===== src/rtl/imm_ext_queue_pkg.sv =====
// Shared signal definitions for the immediate-extension queue: EXTOP mode codes and helpers.
package imm_ext_queue_pkg;

  typedef enum logic [2:0] {
    EXTOP_UNSIGNED = 3'd0,
    EXTOP_SIGNED   = 3'd1,
    EXTOP_INST     = 3'd2,
    EXTOP_UPPER    = 3'd3,
    EXTOP_BRANCH   = 3'd4
  } extop_e;

  localparam int unsigned ERR_CNT_W = 8;

  function automatic logic [ERR_CNT_W-1:0] sat_inc(input logic [ERR_CNT_W-1:0] v);
    return (v == '1) ? v : v + 1'b1;
  endfunction

endpackage


===== src/rtl/imm_ext_fifo.sv =====
// Result queue: DEPTH-entry circular buffer, no bypass when full, head forced to 0 when empty.
module imm_ext_fifo #(
  parameter int unsigned WIDTH = 33,
  parameter int unsigned DEPTH = 4
) (
  input  logic             clk,
  input  logic             rst,
  input  logic             wr_valid,
  output logic             wr_ready,
  input  logic [WIDTH-1:0] wr_data,
  output logic             rd_valid,
  input  logic             rd_ready,
  output logic [WIDTH-1:0] rd_data
);

  localparam int unsigned PTR_W = $clog2(DEPTH);
  localparam int unsigned CNT_W = $clog2(DEPTH + 1);

  logic [WIDTH-1:0] mem [DEPTH];
  logic [PTR_W-1:0] wptr_q, rptr_q;
  logic [CNT_W-1:0] count_q;
  logic             push, pop;

  always_comb begin
    wr_ready = (count_q < CNT_W'(DEPTH));
    rd_valid = (count_q != '0);
    push     = wr_valid && wr_ready;
    pop      = rd_valid && rd_ready;
    rd_data  = rd_valid ? mem[rptr_q] : '0;
  end

  // Pointers wrap naturally because DEPTH is a power of two.
  always_ff @(posedge clk) begin
    if (rst) begin
      wptr_q  <= '0;
      rptr_q  <= '0;
      count_q <= '0;
    end else begin
      if (push) wptr_q <= wptr_q + 1'b1;
      if (pop)  rptr_q <= rptr_q + 1'b1;
      case ({push, pop})
        2'b10:   count_q <= count_q + 1'b1;
        2'b01:   count_q <= count_q - 1'b1;
        default: count_q <= count_q;
      endcase
    end
  end

  always_ff @(posedge clk) begin
    if (push && !rst) mem[wptr_q] <= wr_data;
  end

endmodule


===== src/rtl/imm_ext_queue.sv =====
// Immediate extender feeding a result queue. Optional macro EXTOP_BRANCH_EN enables op 4
// (sign-extend, shift left 2); otherwise op 4 is illegal.
module imm_ext_queue
  import imm_ext_queue_pkg::*;
#(
  parameter int unsigned IN_W  = 16,
  parameter int unsigned OUT_W = 32,
  parameter int unsigned DEPTH = 4
) (
  input  logic             clk,
  input  logic             rst,
  input  logic             in_valid,
  output logic             in_ready,
  input  logic [IN_W-1:0]  in_imm,
  input  logic [2:0]       in_op,
  output logic             out_valid,
  input  logic             out_ready,
  output logic [OUT_W-1:0] out_data,
  output logic             out_err,
  output logic [7:0]       err_cnt
);

  logic [OUT_W-1:0] zext, sext, ext;
  logic             ext_err;
  logic [OUT_W:0]   rd_data;
  logic [7:0]       err_cnt_q;

  always_comb begin
    zext    = {{(OUT_W - IN_W){1'b0}}, in_imm};
    sext    = {{(OUT_W - IN_W){in_imm[IN_W-1]}}, in_imm};
    ext     = '0;
    ext_err = 1'b0;
    case (in_op)
      EXTOP_UNSIGNED: ext = zext;
      EXTOP_SIGNED:   ext = sext;
      EXTOP_INST:     ext = '0;
      EXTOP_UPPER:    ext = {in_imm, {(OUT_W - IN_W){1'b0}}};
`ifdef EXTOP_BRANCH_EN
      EXTOP_BRANCH:   ext = sext << 2;
`endif
      default:        ext_err = 1'b1;
    endcase
  end

  imm_ext_fifo #(
    .WIDTH (OUT_W + 1),
    .DEPTH (DEPTH)
  ) u_fifo (
    .clk      (clk),
    .rst      (rst),
    .wr_valid (in_valid),
    .wr_ready (in_ready),
    .wr_data  ({ext_err, ext}),
    .rd_valid (out_valid),
    .rd_ready (out_ready),
    .rd_data  (rd_data)
  );

  always_ff @(posedge clk) begin
    if (rst) begin
      err_cnt_q <= '0;
    end else if (in_valid && in_ready && ext_err) begin
      err_cnt_q <= sat_inc(err_cnt_q);
    end
  end

  always_comb begin
    out_data = rd_data[OUT_W-1:0];
    out_err  = rd_data[OUT_W];
    err_cnt  = err_cnt_q;
  end

endmodule


===== config.mk =====
export PLATFORM = sky130hd
export DESIGN_NAME = imm_ext_queue
export DESIGN_NICKNAME = d
export VERILOG_FILES = /design/src/rtl/imm_ext_queue_pkg.sv /design/src/rtl/imm_ext_fifo.sv /design/src/rtl/imm_ext_queue.sv
export SDC_FILE = /design/constraint.sdc
export NUM_CORES = 1
export LEC_CHECK = 0
export CORE_MARGIN = 1.5
export CORE_UTILIZATION = 43
export DETAILED_ROUTE_END_ITERATION = 6
export GPL_TIMING_DRIVEN = 0
export PLACE_DENSITY = 0.65
export SLEW_MARGIN = 0
export SYNTH_ARGS = -nofsm -noshare
export SYNTH_HDL_FRONTEND = slang
export SYNTH_HIERARCHICAL = 1
export SYNTH_SLANG_ARGS = --single-unit

===== constraint.sdc =====
create_clock -name clk -period 5.6 [get_ports clk]
set_input_delay 1.12 -clock clk [delete_from_list [all_inputs] [get_ports clk]]
set_output_delay 1.12 -clock clk [all_outputs]
set_load 0.05 [all_outputs]

==> results.md, run 1 <==
- After layout, the design draws a total of 3.85 mW.
- In this run the tightest slew margin relative to its limit is between 30% and 40%.
- The number of port buffers is between 60 and 70.
- The final critical path time including I/O delays and setup is 3860 ps.
- The slew of the pin with the lowest slew margin is 954 ps.
- After detailed routing, the total wire length is 12100 µm.
- Leaving out filler cells and counting taps, the final layout contains 630.
- Setup repair after global routing left no endpoint under its margin.
- After routing the design area is 7610 µm².
- The number of H-tree levels is 4.
- Of all nets on the critical path, the largest fanout is 10.
- The longest clock path from root to sink contains 2 buffers.
- The critical register-to-register path startpoint is u_fifo/count_q[2].
- The total power divided by cell area is just over 500 nW/µm².
- The signal on the critical path passes through nor3_2 > clkbuf_1 > nor2b_1 > clkdlybuf4s50_1.
- The leakage component of the power is around 2.6 nW.
- For this configuration, the core starts out at a cell density of between 40% and 50%.
- The final-report hold violation count came to 0.
- In this run the horizontal extent of the chip is 123 µm.
- In the synthesized netlist the async set-or-reset flop fraction comes to 0%.
- The repair_antennas step left the layout with diodes totalling 0.
- Summed over all nets, the half-perimeter wirelength after detailed placement is 7650 µm.
- The post-synthesis to final-layout area growth is 23.8%.
- The worst voltage drop across the vdd grid is 0.000192 V.
- The final max-slew violation count was 0.
- Post-CTS timing repair inserted 0 buffers for setup.
- The clock network latency to the later pin of the worst-skew pair is about 410 ps.
- In this run, post-CTS repair resized a total of 0 instances.
- Dividing the detail-routed wire length by the instance count gives 19.1 µm.
- Entering global routing, the biggest net connects 34 pins.
- Leaving out fill and tap cells, the most frequent cell in the layout is edfxtp_1.
- The area of the die is ~15000 µm².
- The critical path endpoint category is an output port.
- The clock-pin slew on the worst setup and hold paths is 50 ps.
- The cell row count is 43.
- Sequential cells were found to cover between 70 and 80% of the synthesized design area.
- On the critical path, the stage with the largest delay is an instance of clkdlybuf4s50_1.
- The largest stage delay on the critical path is 740 ps.
- The placed instances occupy a cell area of 7080 µm².
- The CTS tree is done.
- Using the TritonRoute via totals, the vias-per-cell ratio works out to 5.24.
- In the layout the commonest cells are 132 x edfxtp_1, 64 x clkdlybuf4s50_1, 36 x nor2b_1, 33 x mux4_2.
- The highest attainable clock frequency is 259 MHz.
- Of the available clock period, the critical path in the final layout requires 68.9%.
- The min-delay analysis places its worst path in the category register to register.
- The remaining global-route overflow is 0.
- In the post-route analysis, the smallest setup slack over all paths is roughly 1700 ps.
- The DRC violations left is 0.
- In this run the mean area of a mapped cell was roughly 18 µm².
- The net count reported at finish is ~470.
- Synthesis handed over a netlist of approximately 350 instances.
- In this run the standard cell core region covers 13900 µm².
- The core occupancy in the finished layout is between 50% and 60%.
- The synthesized netlist occupies a cell area of 6140 µm².
- The setup TNS is 0 ps.
- The launch instance of the worst min-delay path is u_fifo/rptr_q[1].
- Before CTS, the worst setup slack after placement is around 2200 ps.
- For this design, the CTS-stage hold fixing added 0 buffers.
- Hold is met by 500 ps.
- The run finished with clean final reports.
- The number of maximum-capacitance constraint violations is 0.
- The required arrival time at the worst endpoint is ~4500 ps.
- The via count of the first global-routing pass is 3426.
- Global routing used 17.1% of the available tracks across all layers.
- The placed cell count is 598.
- The number of nets in the synthesized netlist is between 300 and 400.
- The cell chosen for the clock root is clkbuf_16.
- The post-synthesis register bit count is 149.
- Measured along the y axis, the die boundary spans roughly 120 µm.
- The count of nets left with antenna violations once routing finished came out at 0.
- The number of buffers added by the clock tree synthesis step is 17.
- The first routing iteration left about 240 violations.
- The count of different cell masters after synthesis is 35.
- The final estimated routing congestion in global placement is between 0.7 and 0.8.
- For this design the top-level I/O count stands at 66.
- The final setup skew is 5.14 ps.
- The first global-routing pass estimated 18200 µm of wire.
- The most used flip-flop cell after synthesis is edfxtp_1.
- Setup violations remaining at the end of the flow were counted as 0.
- The number of antenna violations at the first check in global routing was 0.
- The worst path arrival time is 2740 ps.
- The share of final-layout standard cells stronger than drive strength 1 is 17.3%.
- The count of flip-flops with a built-in enable after synthesis is 132.
- In this run the worst setup path begins at u_fifo/count_q[0].
- STA classifies the critical path startpoint as a register.
- The critical path in this run is classified as register to output port.
- Clock tree synthesis found a total of 149 sinks.
- The first-pass detailed-route iteration total is 4.
- The reg2reg setup slack is around 3500 ps.
- The Yosys step of the flow raised 6 warnings.
- The total via count in the routed design is 3299.
-- worst max-delay path, delay by kind of cell, from the launching register on --
kind / cells / cell delay, ps
buf+inv: 2 / 1290
simple gates: 2 / 690
flops: 1 / 340
-- logic make-up (layout without fill, tap and decap cells) --
kind of cell / Yosys count / in the layout / synth area share (%)
flops: 149 / 149 / 70.0
simple gates: 92 / 92 / 8.82
compound gates: 37 / 37 / 4.34
mux: 35 / 35 / 12.4
buf+inv: 27 / 126 / 2.24
fa+ha+maj: 7 / 7 / 1.55
xor+xnor: 4 / 4 / 0.570
-- flip-flops by register name, summed over array words and instances (netlist names), named ones only --
signal,flops
u_fifo/mem,132
err_cnt,8
u_fifo/count_q,3
u_fifo/rptr_q,2
u_fifo/wptr_q,2
-- report_power, final --
part | total, mW | internal, mW | switching (mW)
combinational | 1.51 | 0.564 | 0.949
sequential | 1.33 | 1.30 | 0.0348
clock | 1.01 | 0.600 | 0.408
total | 3.85 | 2.46 | 1.39
-- Yosys cell counts, types with 2 or more instances --
master    instances  share of area, %
nand2b_1          2              0.20
o21ai_0           2              0.16
edfxtp_1        132                65
dfxtp_1          17               5.5
nor2_1           13              0.79
inv_1            10              0.61
and4_1            3              0.43
buf_6             4              0.73
xor2_1            3              0.43
a31oi_1           2              0.20
a211oi_1          4              0.49
a41o_1            2              0.33
a21o_1           15               1.8
and2_1           21               2.1
and3_1            2              0.20
nand3_1           3              0.24
clkbuf_1          8              0.49
a41oi_1           2              0.29
buf_2             5              0.41
nor3_2            2              0.33
nand2_1           6              0.37
ha_1              6               1.2
mux4_2           33                12
a21oi_1           7              0.57
or3_1             2              0.20
nor2b_1          36               3.7
-- layout make-up --
type / count / area, µm²
well taps: 180 / 225
fillers: 1099 / 6330
flip-flops and latches: 149 / 4300
clock inverters: 12 / 88.8
multi-input cells: 175 / 1710
clock buffers: 20 / 437
inverters: 10 / 37.5
repair buffers: 67 / 708
plain buffers: 17 / 100
-- path summary, 6_finish.rpt --
check	to	depth (start not counted)
max reg2reg	u_fifo/mem[2][30]	4
max	out_data[20]	4
min reg2reg	register	2
min	register	2
-- metal layers --
layer | vias up | share of wire, % | track usage [%] | routed length (µm)
met5 | - | 0 | 0 | 0
met4 | 0 | 1.9 | 7.56 | 224
met3 | 17 | 3.8 | 3.95 | 456
met2 | 80 | 49 | 27.8 | 5920
met1 | 1675 | 45 | 22.0 | 5460
li1 | 1527 | - | - | -
Power figures use the tool's default switching activity.
==> run 2: changes to the inputs <==
- PLACE_DENSITY: 0.65 -> 0.68
- clock period: 5.6 -> 3.43 ns (I/O delays scaled with it)
==> results.md, run 2 (synthesis results as in run 1) <==
- The clock net sink count was 149 (unchanged).
- The final estimated routing congestion in global placement is 0.668 (-6.0%).
- The final hold slack came to 501 ps (+1.06 ps).
- The share of final-layout standard cells stronger than drive strength 1 is 19.4% (+2.0 points).
- The required arrival time at the worst endpoint is 2740 ps (-1740 ps).
- The slew of the pin with the lowest slew margin is 973 ps (+19.4 ps).
- The startpoint identified for the worst register-to-register timing path is u_fifo/count_q[2].
- The die outline width is 123 µm (unchanged).
- The net count reported at finish is 466 (-0.21%).
- The final worst-path cycle share is 97.0%.
- The design area is 7660 µm² (+0.71%).
- Leaving out fill and tap cells, the most frequent cell in the layout is edfxtp_1.
- The number of maximum-capacitance constraint violations is 0 (unchanged).
- The average detailed-routed wire length per instance is 18.9 µm (-1.5%).
- The worst path arrival time is 2640 ps (-100 ps).
- The core box area is 13900 µm² (unchanged).
- The total power divided by cell area is 839 nW/µm² (+66%).
- The area of the die came to 15000 µm² (unchanged).
- The detailed-route wire length was 11900 µm (-1.7%).
- The min-delay analysis places its worst path in the category register to register.
- The first-pass GRT wire length is 18200 µm (+0.15%).
- The final max-slew violation count was 0 (unchanged).
- The total global routing track utilization is 17.1% (about the same).
- The CTS tree is done.
- The remaining global-route overflow was 0 (unchanged).
- The number of fillers in the final layout is 1108 (+0.82%).
- The detailed placer's ending HPWL was 7560 µm (-1.2%).
- STA classifies the critical path endpoint as an output port.
- The via count of the first global-routing pass was 3435 (+0.26%).
- The final-report hold violation count came to 0 (unchanged).
- The tree is rooted in a clkbuf_16.
- The total via count in the routed design is 3331 (+0.97%).
- The category of the critical setup timing path is register to output port.
- Setup repair after global routing left no endpoint under its margin.
- The leakage component of the power came to 2.82 nW (+7.5%).
- The number of top-level pins is 66 (unchanged).
- The flip-flop count of the largest register, all copies and words added is 132 (unchanged).
- The library cells used most frequently in the layout, excluding fill and tap cells, are 132 x edfxtp_1, 53 x clkdlybuf4s50_1, 36 x nor2b_1, 33 x mux4_2.
- The number of buffers added by the clock tree synthesis step is 17 (unchanged).
- The final critical path time including I/O delays and setup is 3330 ps.
- Relative to the synthesized area, the layout overhead comes to 24.7%.
- The number of violations reported at the end of detailed-routing iteration 0 came to 202 (-17%).
- The minimum setup slack after placement is 358 ps (-1800 ps).
- The maximum root-to-sink buffer count is 2 (unchanged).
- The remaining antenna violation count is 0 (unchanged).
- The launch instance of the worst min-delay path is u_fifo/rptr_q[1].
- The y dimension of the die is 123 µm (unchanged).
- The number of setup violations in the final report is 0 (unchanged).
- The number of antenna violations at the first check in global routing is 0 (unchanged).
- The total design power came to 6.43 mW (+67%).
- The count of hold-fix buffers inserted at cts came to 0 (unchanged).
- The run finished with clean final reports.
- The number of port buffers was 64 (unchanged).
- The maximum number of pins on one net before global-route repair came to 34 (unchanged).
- The cell area after placement came to 7060 µm² (-0.39%).
- Timing would allow up to 301 MHz.
- The DRC violations left was 0 (unchanged).
- The post-detailed-route via-to-cell ratio came to 5.30 (+1.1%).
- More flip-flops sit in one register than any other, and that register is u_fifo/mem.
- The final worst-path setup slack is 102 ps (-1640 ps).
- The largest fanout on the critical path is 10 (unchanged).
- The type of origin of the critical path is a register.
- The antenna diode count is 0 (unchanged).
- The number of H-tree levels came to 4 (unchanged).
- The final setup skew is 8.58 ps (+3.44 ps).
- The first-pass detailed-route iteration total is 5 (+1).
- The effective utilization at floorplan is 44.1% (unchanged).
- The cell row count is 43 (unchanged).
- The clock-pin slew on the worst setup and hold paths is 60 ps (about the same).
- The clock network latency to the later pin of the worst-skew pair is 420 ps (about the same).
- The worst voltage drop across the vdd grid was 0.000341 V (+77%).
- The worst-case headroom to the max-slew limit is 35.1% (-1.3 points).
-- run 2: what timing repair did --
| item | 4_1_cts | 5_1_grt |
|---|---|---|
| buffers inserted | 0 | 0 |
| resized for setup | 3 | 11 |
| endpoints found under the setup margin | 24 | 11 |
-- run 2: area by class of cell --
class | count | area (µm²) | share of cell area (%)
sequential | 149 | 4300 | 56.2
inverter | 10 | 37.5 | 0.490
multi-input combinational | 175 | 1710 | 22.4
clock inverter | 15 | 145 | 1.89
clock buffer | 17 | 425 | 5.55
buffer | 17 | 103 | 1.34
tap | 180 | 225 | 2.94
timing repair buffer | 66 | 708 | 9.24
-- run 2: worst max-delay path, cell delays in order, from the launching register on --
cell and delay, ps:
dfxtp_1 300, clkbuf_1 330, buf_2 370, mux4_2 240, nor2b_1 150, clkdlybuf4s50_1 830
-- run 2: final timing paths --
path | to | slack (ps) | cells after the start
setup / recovery | out_data[30] | 100 | 5
hold / removal | u_fifo/rptr_q[1] | 500 | 2
setup reg to reg | u_fifo/mem[2][28] | 1290 | 4
hold reg to reg | u_fifo/rptr_q[1] | 500 | 2
-- run 2: per-stage QoR --
stage | util, % | std cells | setup TNS [ps]
finish | 55.0 | 629 | 0
global route | 55.0 | 629 | 0
CTS | 54.8 | 629 | 0
detailed placement | 50.6 | 597 | 0
global placement | 50.3 | 595 | -23240
floorplan | - | 351 | 0
-- run 2: where the power goes --
part	switching (mW)	leakage [nW]	total [mW]	internal [mW]
combinational	1.55	1.17	2.48	0.924
sequential	0.0611	1.36	2.18	2.11
clock	0.755	0.283	1.77	1.02
total	2.37	2.82	6.43	4.06
-- run 2: routing by layer --
| metal | routed length, µm | global-route usage, % |
|---|---|---|
| met5 | 0 | 0 |
| met4 | 159 | 7.19 |
| met2 | 5800 | 26.7 |
| met3 | 529 | 3.67 |
| met1 | 5370 | 23.3 |
==> run 3: changes to the inputs <==
- CTS_BUF_LIST: not set -> sky130_fd_sc_hd__clkbuf_4
==> results.md, run 3 (synthesis results as in run 1) <==
- The total power divided by cell area is 761 nW/µm² (-9.3%).
- Among all stages on the critical path, the largest delay is contributed by dlygate4sd2_1.
- In the layout the commonest cells are 132 x edfxtp_1, 36 x nor2b_1, 34 x clkdlybuf4s50_1, 33 x mux4_2, 30 x dlygate4sd2_1.
- The highest attainable clock frequency is 309 MHz (+2.8%).
- The detailed placer's ending HPWL is 7560 µm (unchanged).
- The net count reported at finish is 466 (unchanged).
- The number of H-tree levels is 4 (unchanged).
- The number of setup violations in the final report is 0 (unchanged).
- The worst path arrival time is 2550 ps (-90 ps).
- The largest delay contributor family on the critical path is buffers and inverters.
- The total design power came to 5.55 mW (-14%).
- The worst setup path is launched from a register.
- The cell row count came to 43 (unchanged).
- The slew of the pin with the lowest slew margin was 981 ps (+7.92 ps).
- The design area is 7300 µm² (-4.7%).
- The average detailed-routed wire length per instance is 18.6 µm (-1.6%).
- The final setup skew is 20.9 ps (+12.3 ps).
- TritonCTS built the clock tree.
- The detailed-route wire length is 11700 µm (-1.6%).
- The internal power consumption is 3.28 mW (-19%).
- The number of port buffers is 64 (unchanged).
- The clock-pin slew on the worst setup and hold paths is 130 ps (+70 ps).
- The worst hold path class is input port to register.
- The first-pass detailed-route iteration total was 4 (-1).
- The routed wire length on met2 is 5760 µm (-0.79%).
- The fraction of power spent switching nets is 40.9% (+4.0 points).
- The y dimension of the die is 123 µm (unchanged).
- By startpoint and endpoint, the worst setup path is classified as register to output port.
- The clock network latency to the later pin of the worst-skew pair is 550 ps (+130 ps).
- The first-pass GRT wire length is 17900 µm (-2.1%).
- The area of the die came to 15000 µm² (unchanged).
- The core box area came to 13900 µm² (unchanged).
- The via count of the first global-routing pass is 3384 (-1.5%).
- The clock net sink count came to 149 (unchanged).
- The final-report hold violation count is 0 (unchanged).
- From synthesis to final layout, the design area changed by 18.8%.
- The final critical path time including I/O delays and setup is 3240 ps (-91.5 ps).
- The cell chosen for the clock root is clkbuf_4.
- The critical path goes through clkbuf_1 > buf_2 > mux4_2 > nor2b_1 > dlygate4sd2_1.
- The final worst-path cycle share came to 94.3% (-2.7 points).
- The critical path endpoint category is an output port.
- The required arrival time at the worst endpoint is 2740 ps (about the same).
- The combinational fraction of design power came to 42.0% (+3.4 points).
- The final max-slew violation count was 0 (unchanged).
- The core occupancy in the finished layout is 52.4% (-2.6 points).
- The clock group share of total power was 18.9% (-8.7 points).
- The number of buffers added by the clock tree synthesis step came to 17 (unchanged).
- The DRC violations left is 0 (unchanged).
- The switching power summed over all nets came to 2.27 mW (-4.1%).
- The share of final-layout standard cells stronger than drive strength 1 came to 19.4% (unchanged).
- The total global routing track utilization is 16.7% (-0.35 points).
- The antenna diode count is 0 (unchanged).
- The number of fillers in the final layout is 1160 (+4.7%).
- Counting flops per register, the top entry is u_fifo/mem.
- The remaining global-route overflow is 0 (unchanged).
- The number of violations reported at the end of detailed-routing iteration 0 is 238 (+18%).
- In this run the top signal layer used is met4.
- The share of total power in sequential cells was 39.1% (+5.3 points).
- The leakage component of the power is 2.62 nW (-6.8%).
- The run finished with clean final reports.
- Leaving out fill and tap cells, the most frequent cell in the layout is edfxtp_1.
- The largest stage delay on the critical path was 560 ps (-270 ps).
- The final estimated routing congestion in global placement came to 0.668 (unchanged).
- The number of antenna violations at the first check in global routing is 0 (unchanged).
- The maximum root-to-sink buffer count is 2 (unchanged).
- The largest fanout on the critical path is 10 (unchanged).
- The die outline width is 123 µm (unchanged).
- The flip-flop count of the largest register, all copies and words added came to 132 (unchanged).
- The remaining antenna violation count came to 0 (unchanged).
- The cell area after placement is 7060 µm² (unchanged).
- The buffer and inverter count on the worst path is 3 (unchanged).
- Setup repair after global routing left no endpoint under its margin.
- The wire length on met1 is 5370 µm (about the same).
- The worst voltage drop across the vdd grid came to 0.000400 V (+17%).
- The reg2reg setup slack is 1270 ps (-20 ps).
- The worst-case headroom to the max-slew limit came to 34.6% (-0.53 points).
- The effective utilization at floorplan is 44.1% (unchanged).
- The maximum number of pins on one net before global-route repair came to 34 (unchanged).
- The post-detailed-route via-to-cell ratio is 5.33 (+0.57%).
- The number of buffers added for setup after CTS is 0 (unchanged).
- The number of top-level pins is 66 (unchanged).
- The number of maximum-capacitance constraint violations was 0 (unchanged).
- The detailed route wirelength on metal3 was 468 µm (-12%).
- The final hold slack is 489 ps (-11.4 ps).
- The total via count in the routed design is 3350 (+0.57%).
==> run 3: changes by cell type in the layout (fill, tap and decap cells not counted), sizes merged <==
cell | previous run | this run
dlygate4sd2 | 0 | 30
clkdlybuf4s50 | 53 | 34
dlymetal6s2s | 11 | 0
==> run 3: final cells by class <==
cell class / count / area, µm² / area share (%)
repair buffers: 66 / 643 / 8.81
flip-flops and latches: 149 / 4300 / 59.0
clock buffers: 17 / 128 / 1.75
plain buffers: 17 / 103 / 1.41
clock inverters: 15 / 145 / 1.99
well taps: 180 / 225 / 3.09
inverters: 10 / 37.5 / 0.514
multi-input cells: 175 / 1710 / 23.5
==> run 3: repair_timing <==
item / 4_1_cts / 5_1_grt
hold buffers: 0 / 0
setup endpoints to repair: 31 / 0
gates resized for setup: 33 / 0
==> run 3: power by group through the flow <==
| stage | logic [mW] | clock network, mW | registers, mW |
|---|---|---|---|
| floorplan | 1.73 | 0 | 2.20 |
| global placement | 2.47 | 0 | 2.21 |
| detailed placement | 2.50 | 0 | 2.21 |
| CTS | 2.37 | 1.08 | 2.17 |
| global route | 2.49 | 1.16 | 2.18 |
| finish | 2.33 | 1.05 | 2.17 |
==> run 3: worst paths after layout <==
path,startpoint,end,depth (start not counted)
setup / recovery,register,out_data[20],5
hold / removal,rst,register,2
setup reg to reg,u_fifo/count_q[2],u_fifo/mem[2][9],4
hold reg to reg,u_fifo/rptr_q[1],u_fifo/rptr_q[1],2
==> run 3: per-layer routing <==
layer | vias to the layer above | global-route usage [%]
met5 | - | 0
met2 | 94 | 26.2
met3 | 8 | 4.74
li1 | 1532 | -
met4 | 0 | 6.25
met1 | 1716 | 22.4
==> run 3: through the flow <==
| stage | std cells | setup WS, ps | setup TNS (ps) |
|---|---|---|---|
| 2_1_floorplan | 351 | 1070 | 0 |
| 3_3_place_gp | 595 | -192 | -23240 |
| 3_5_place_dp | 597 | 358 | 0 |
| 4_1_cts | 629 | 110 | 0 |
| 5_1_grt | 629 | 8.15 | 0 |
| 6_report | 629 | 194 | 0 |
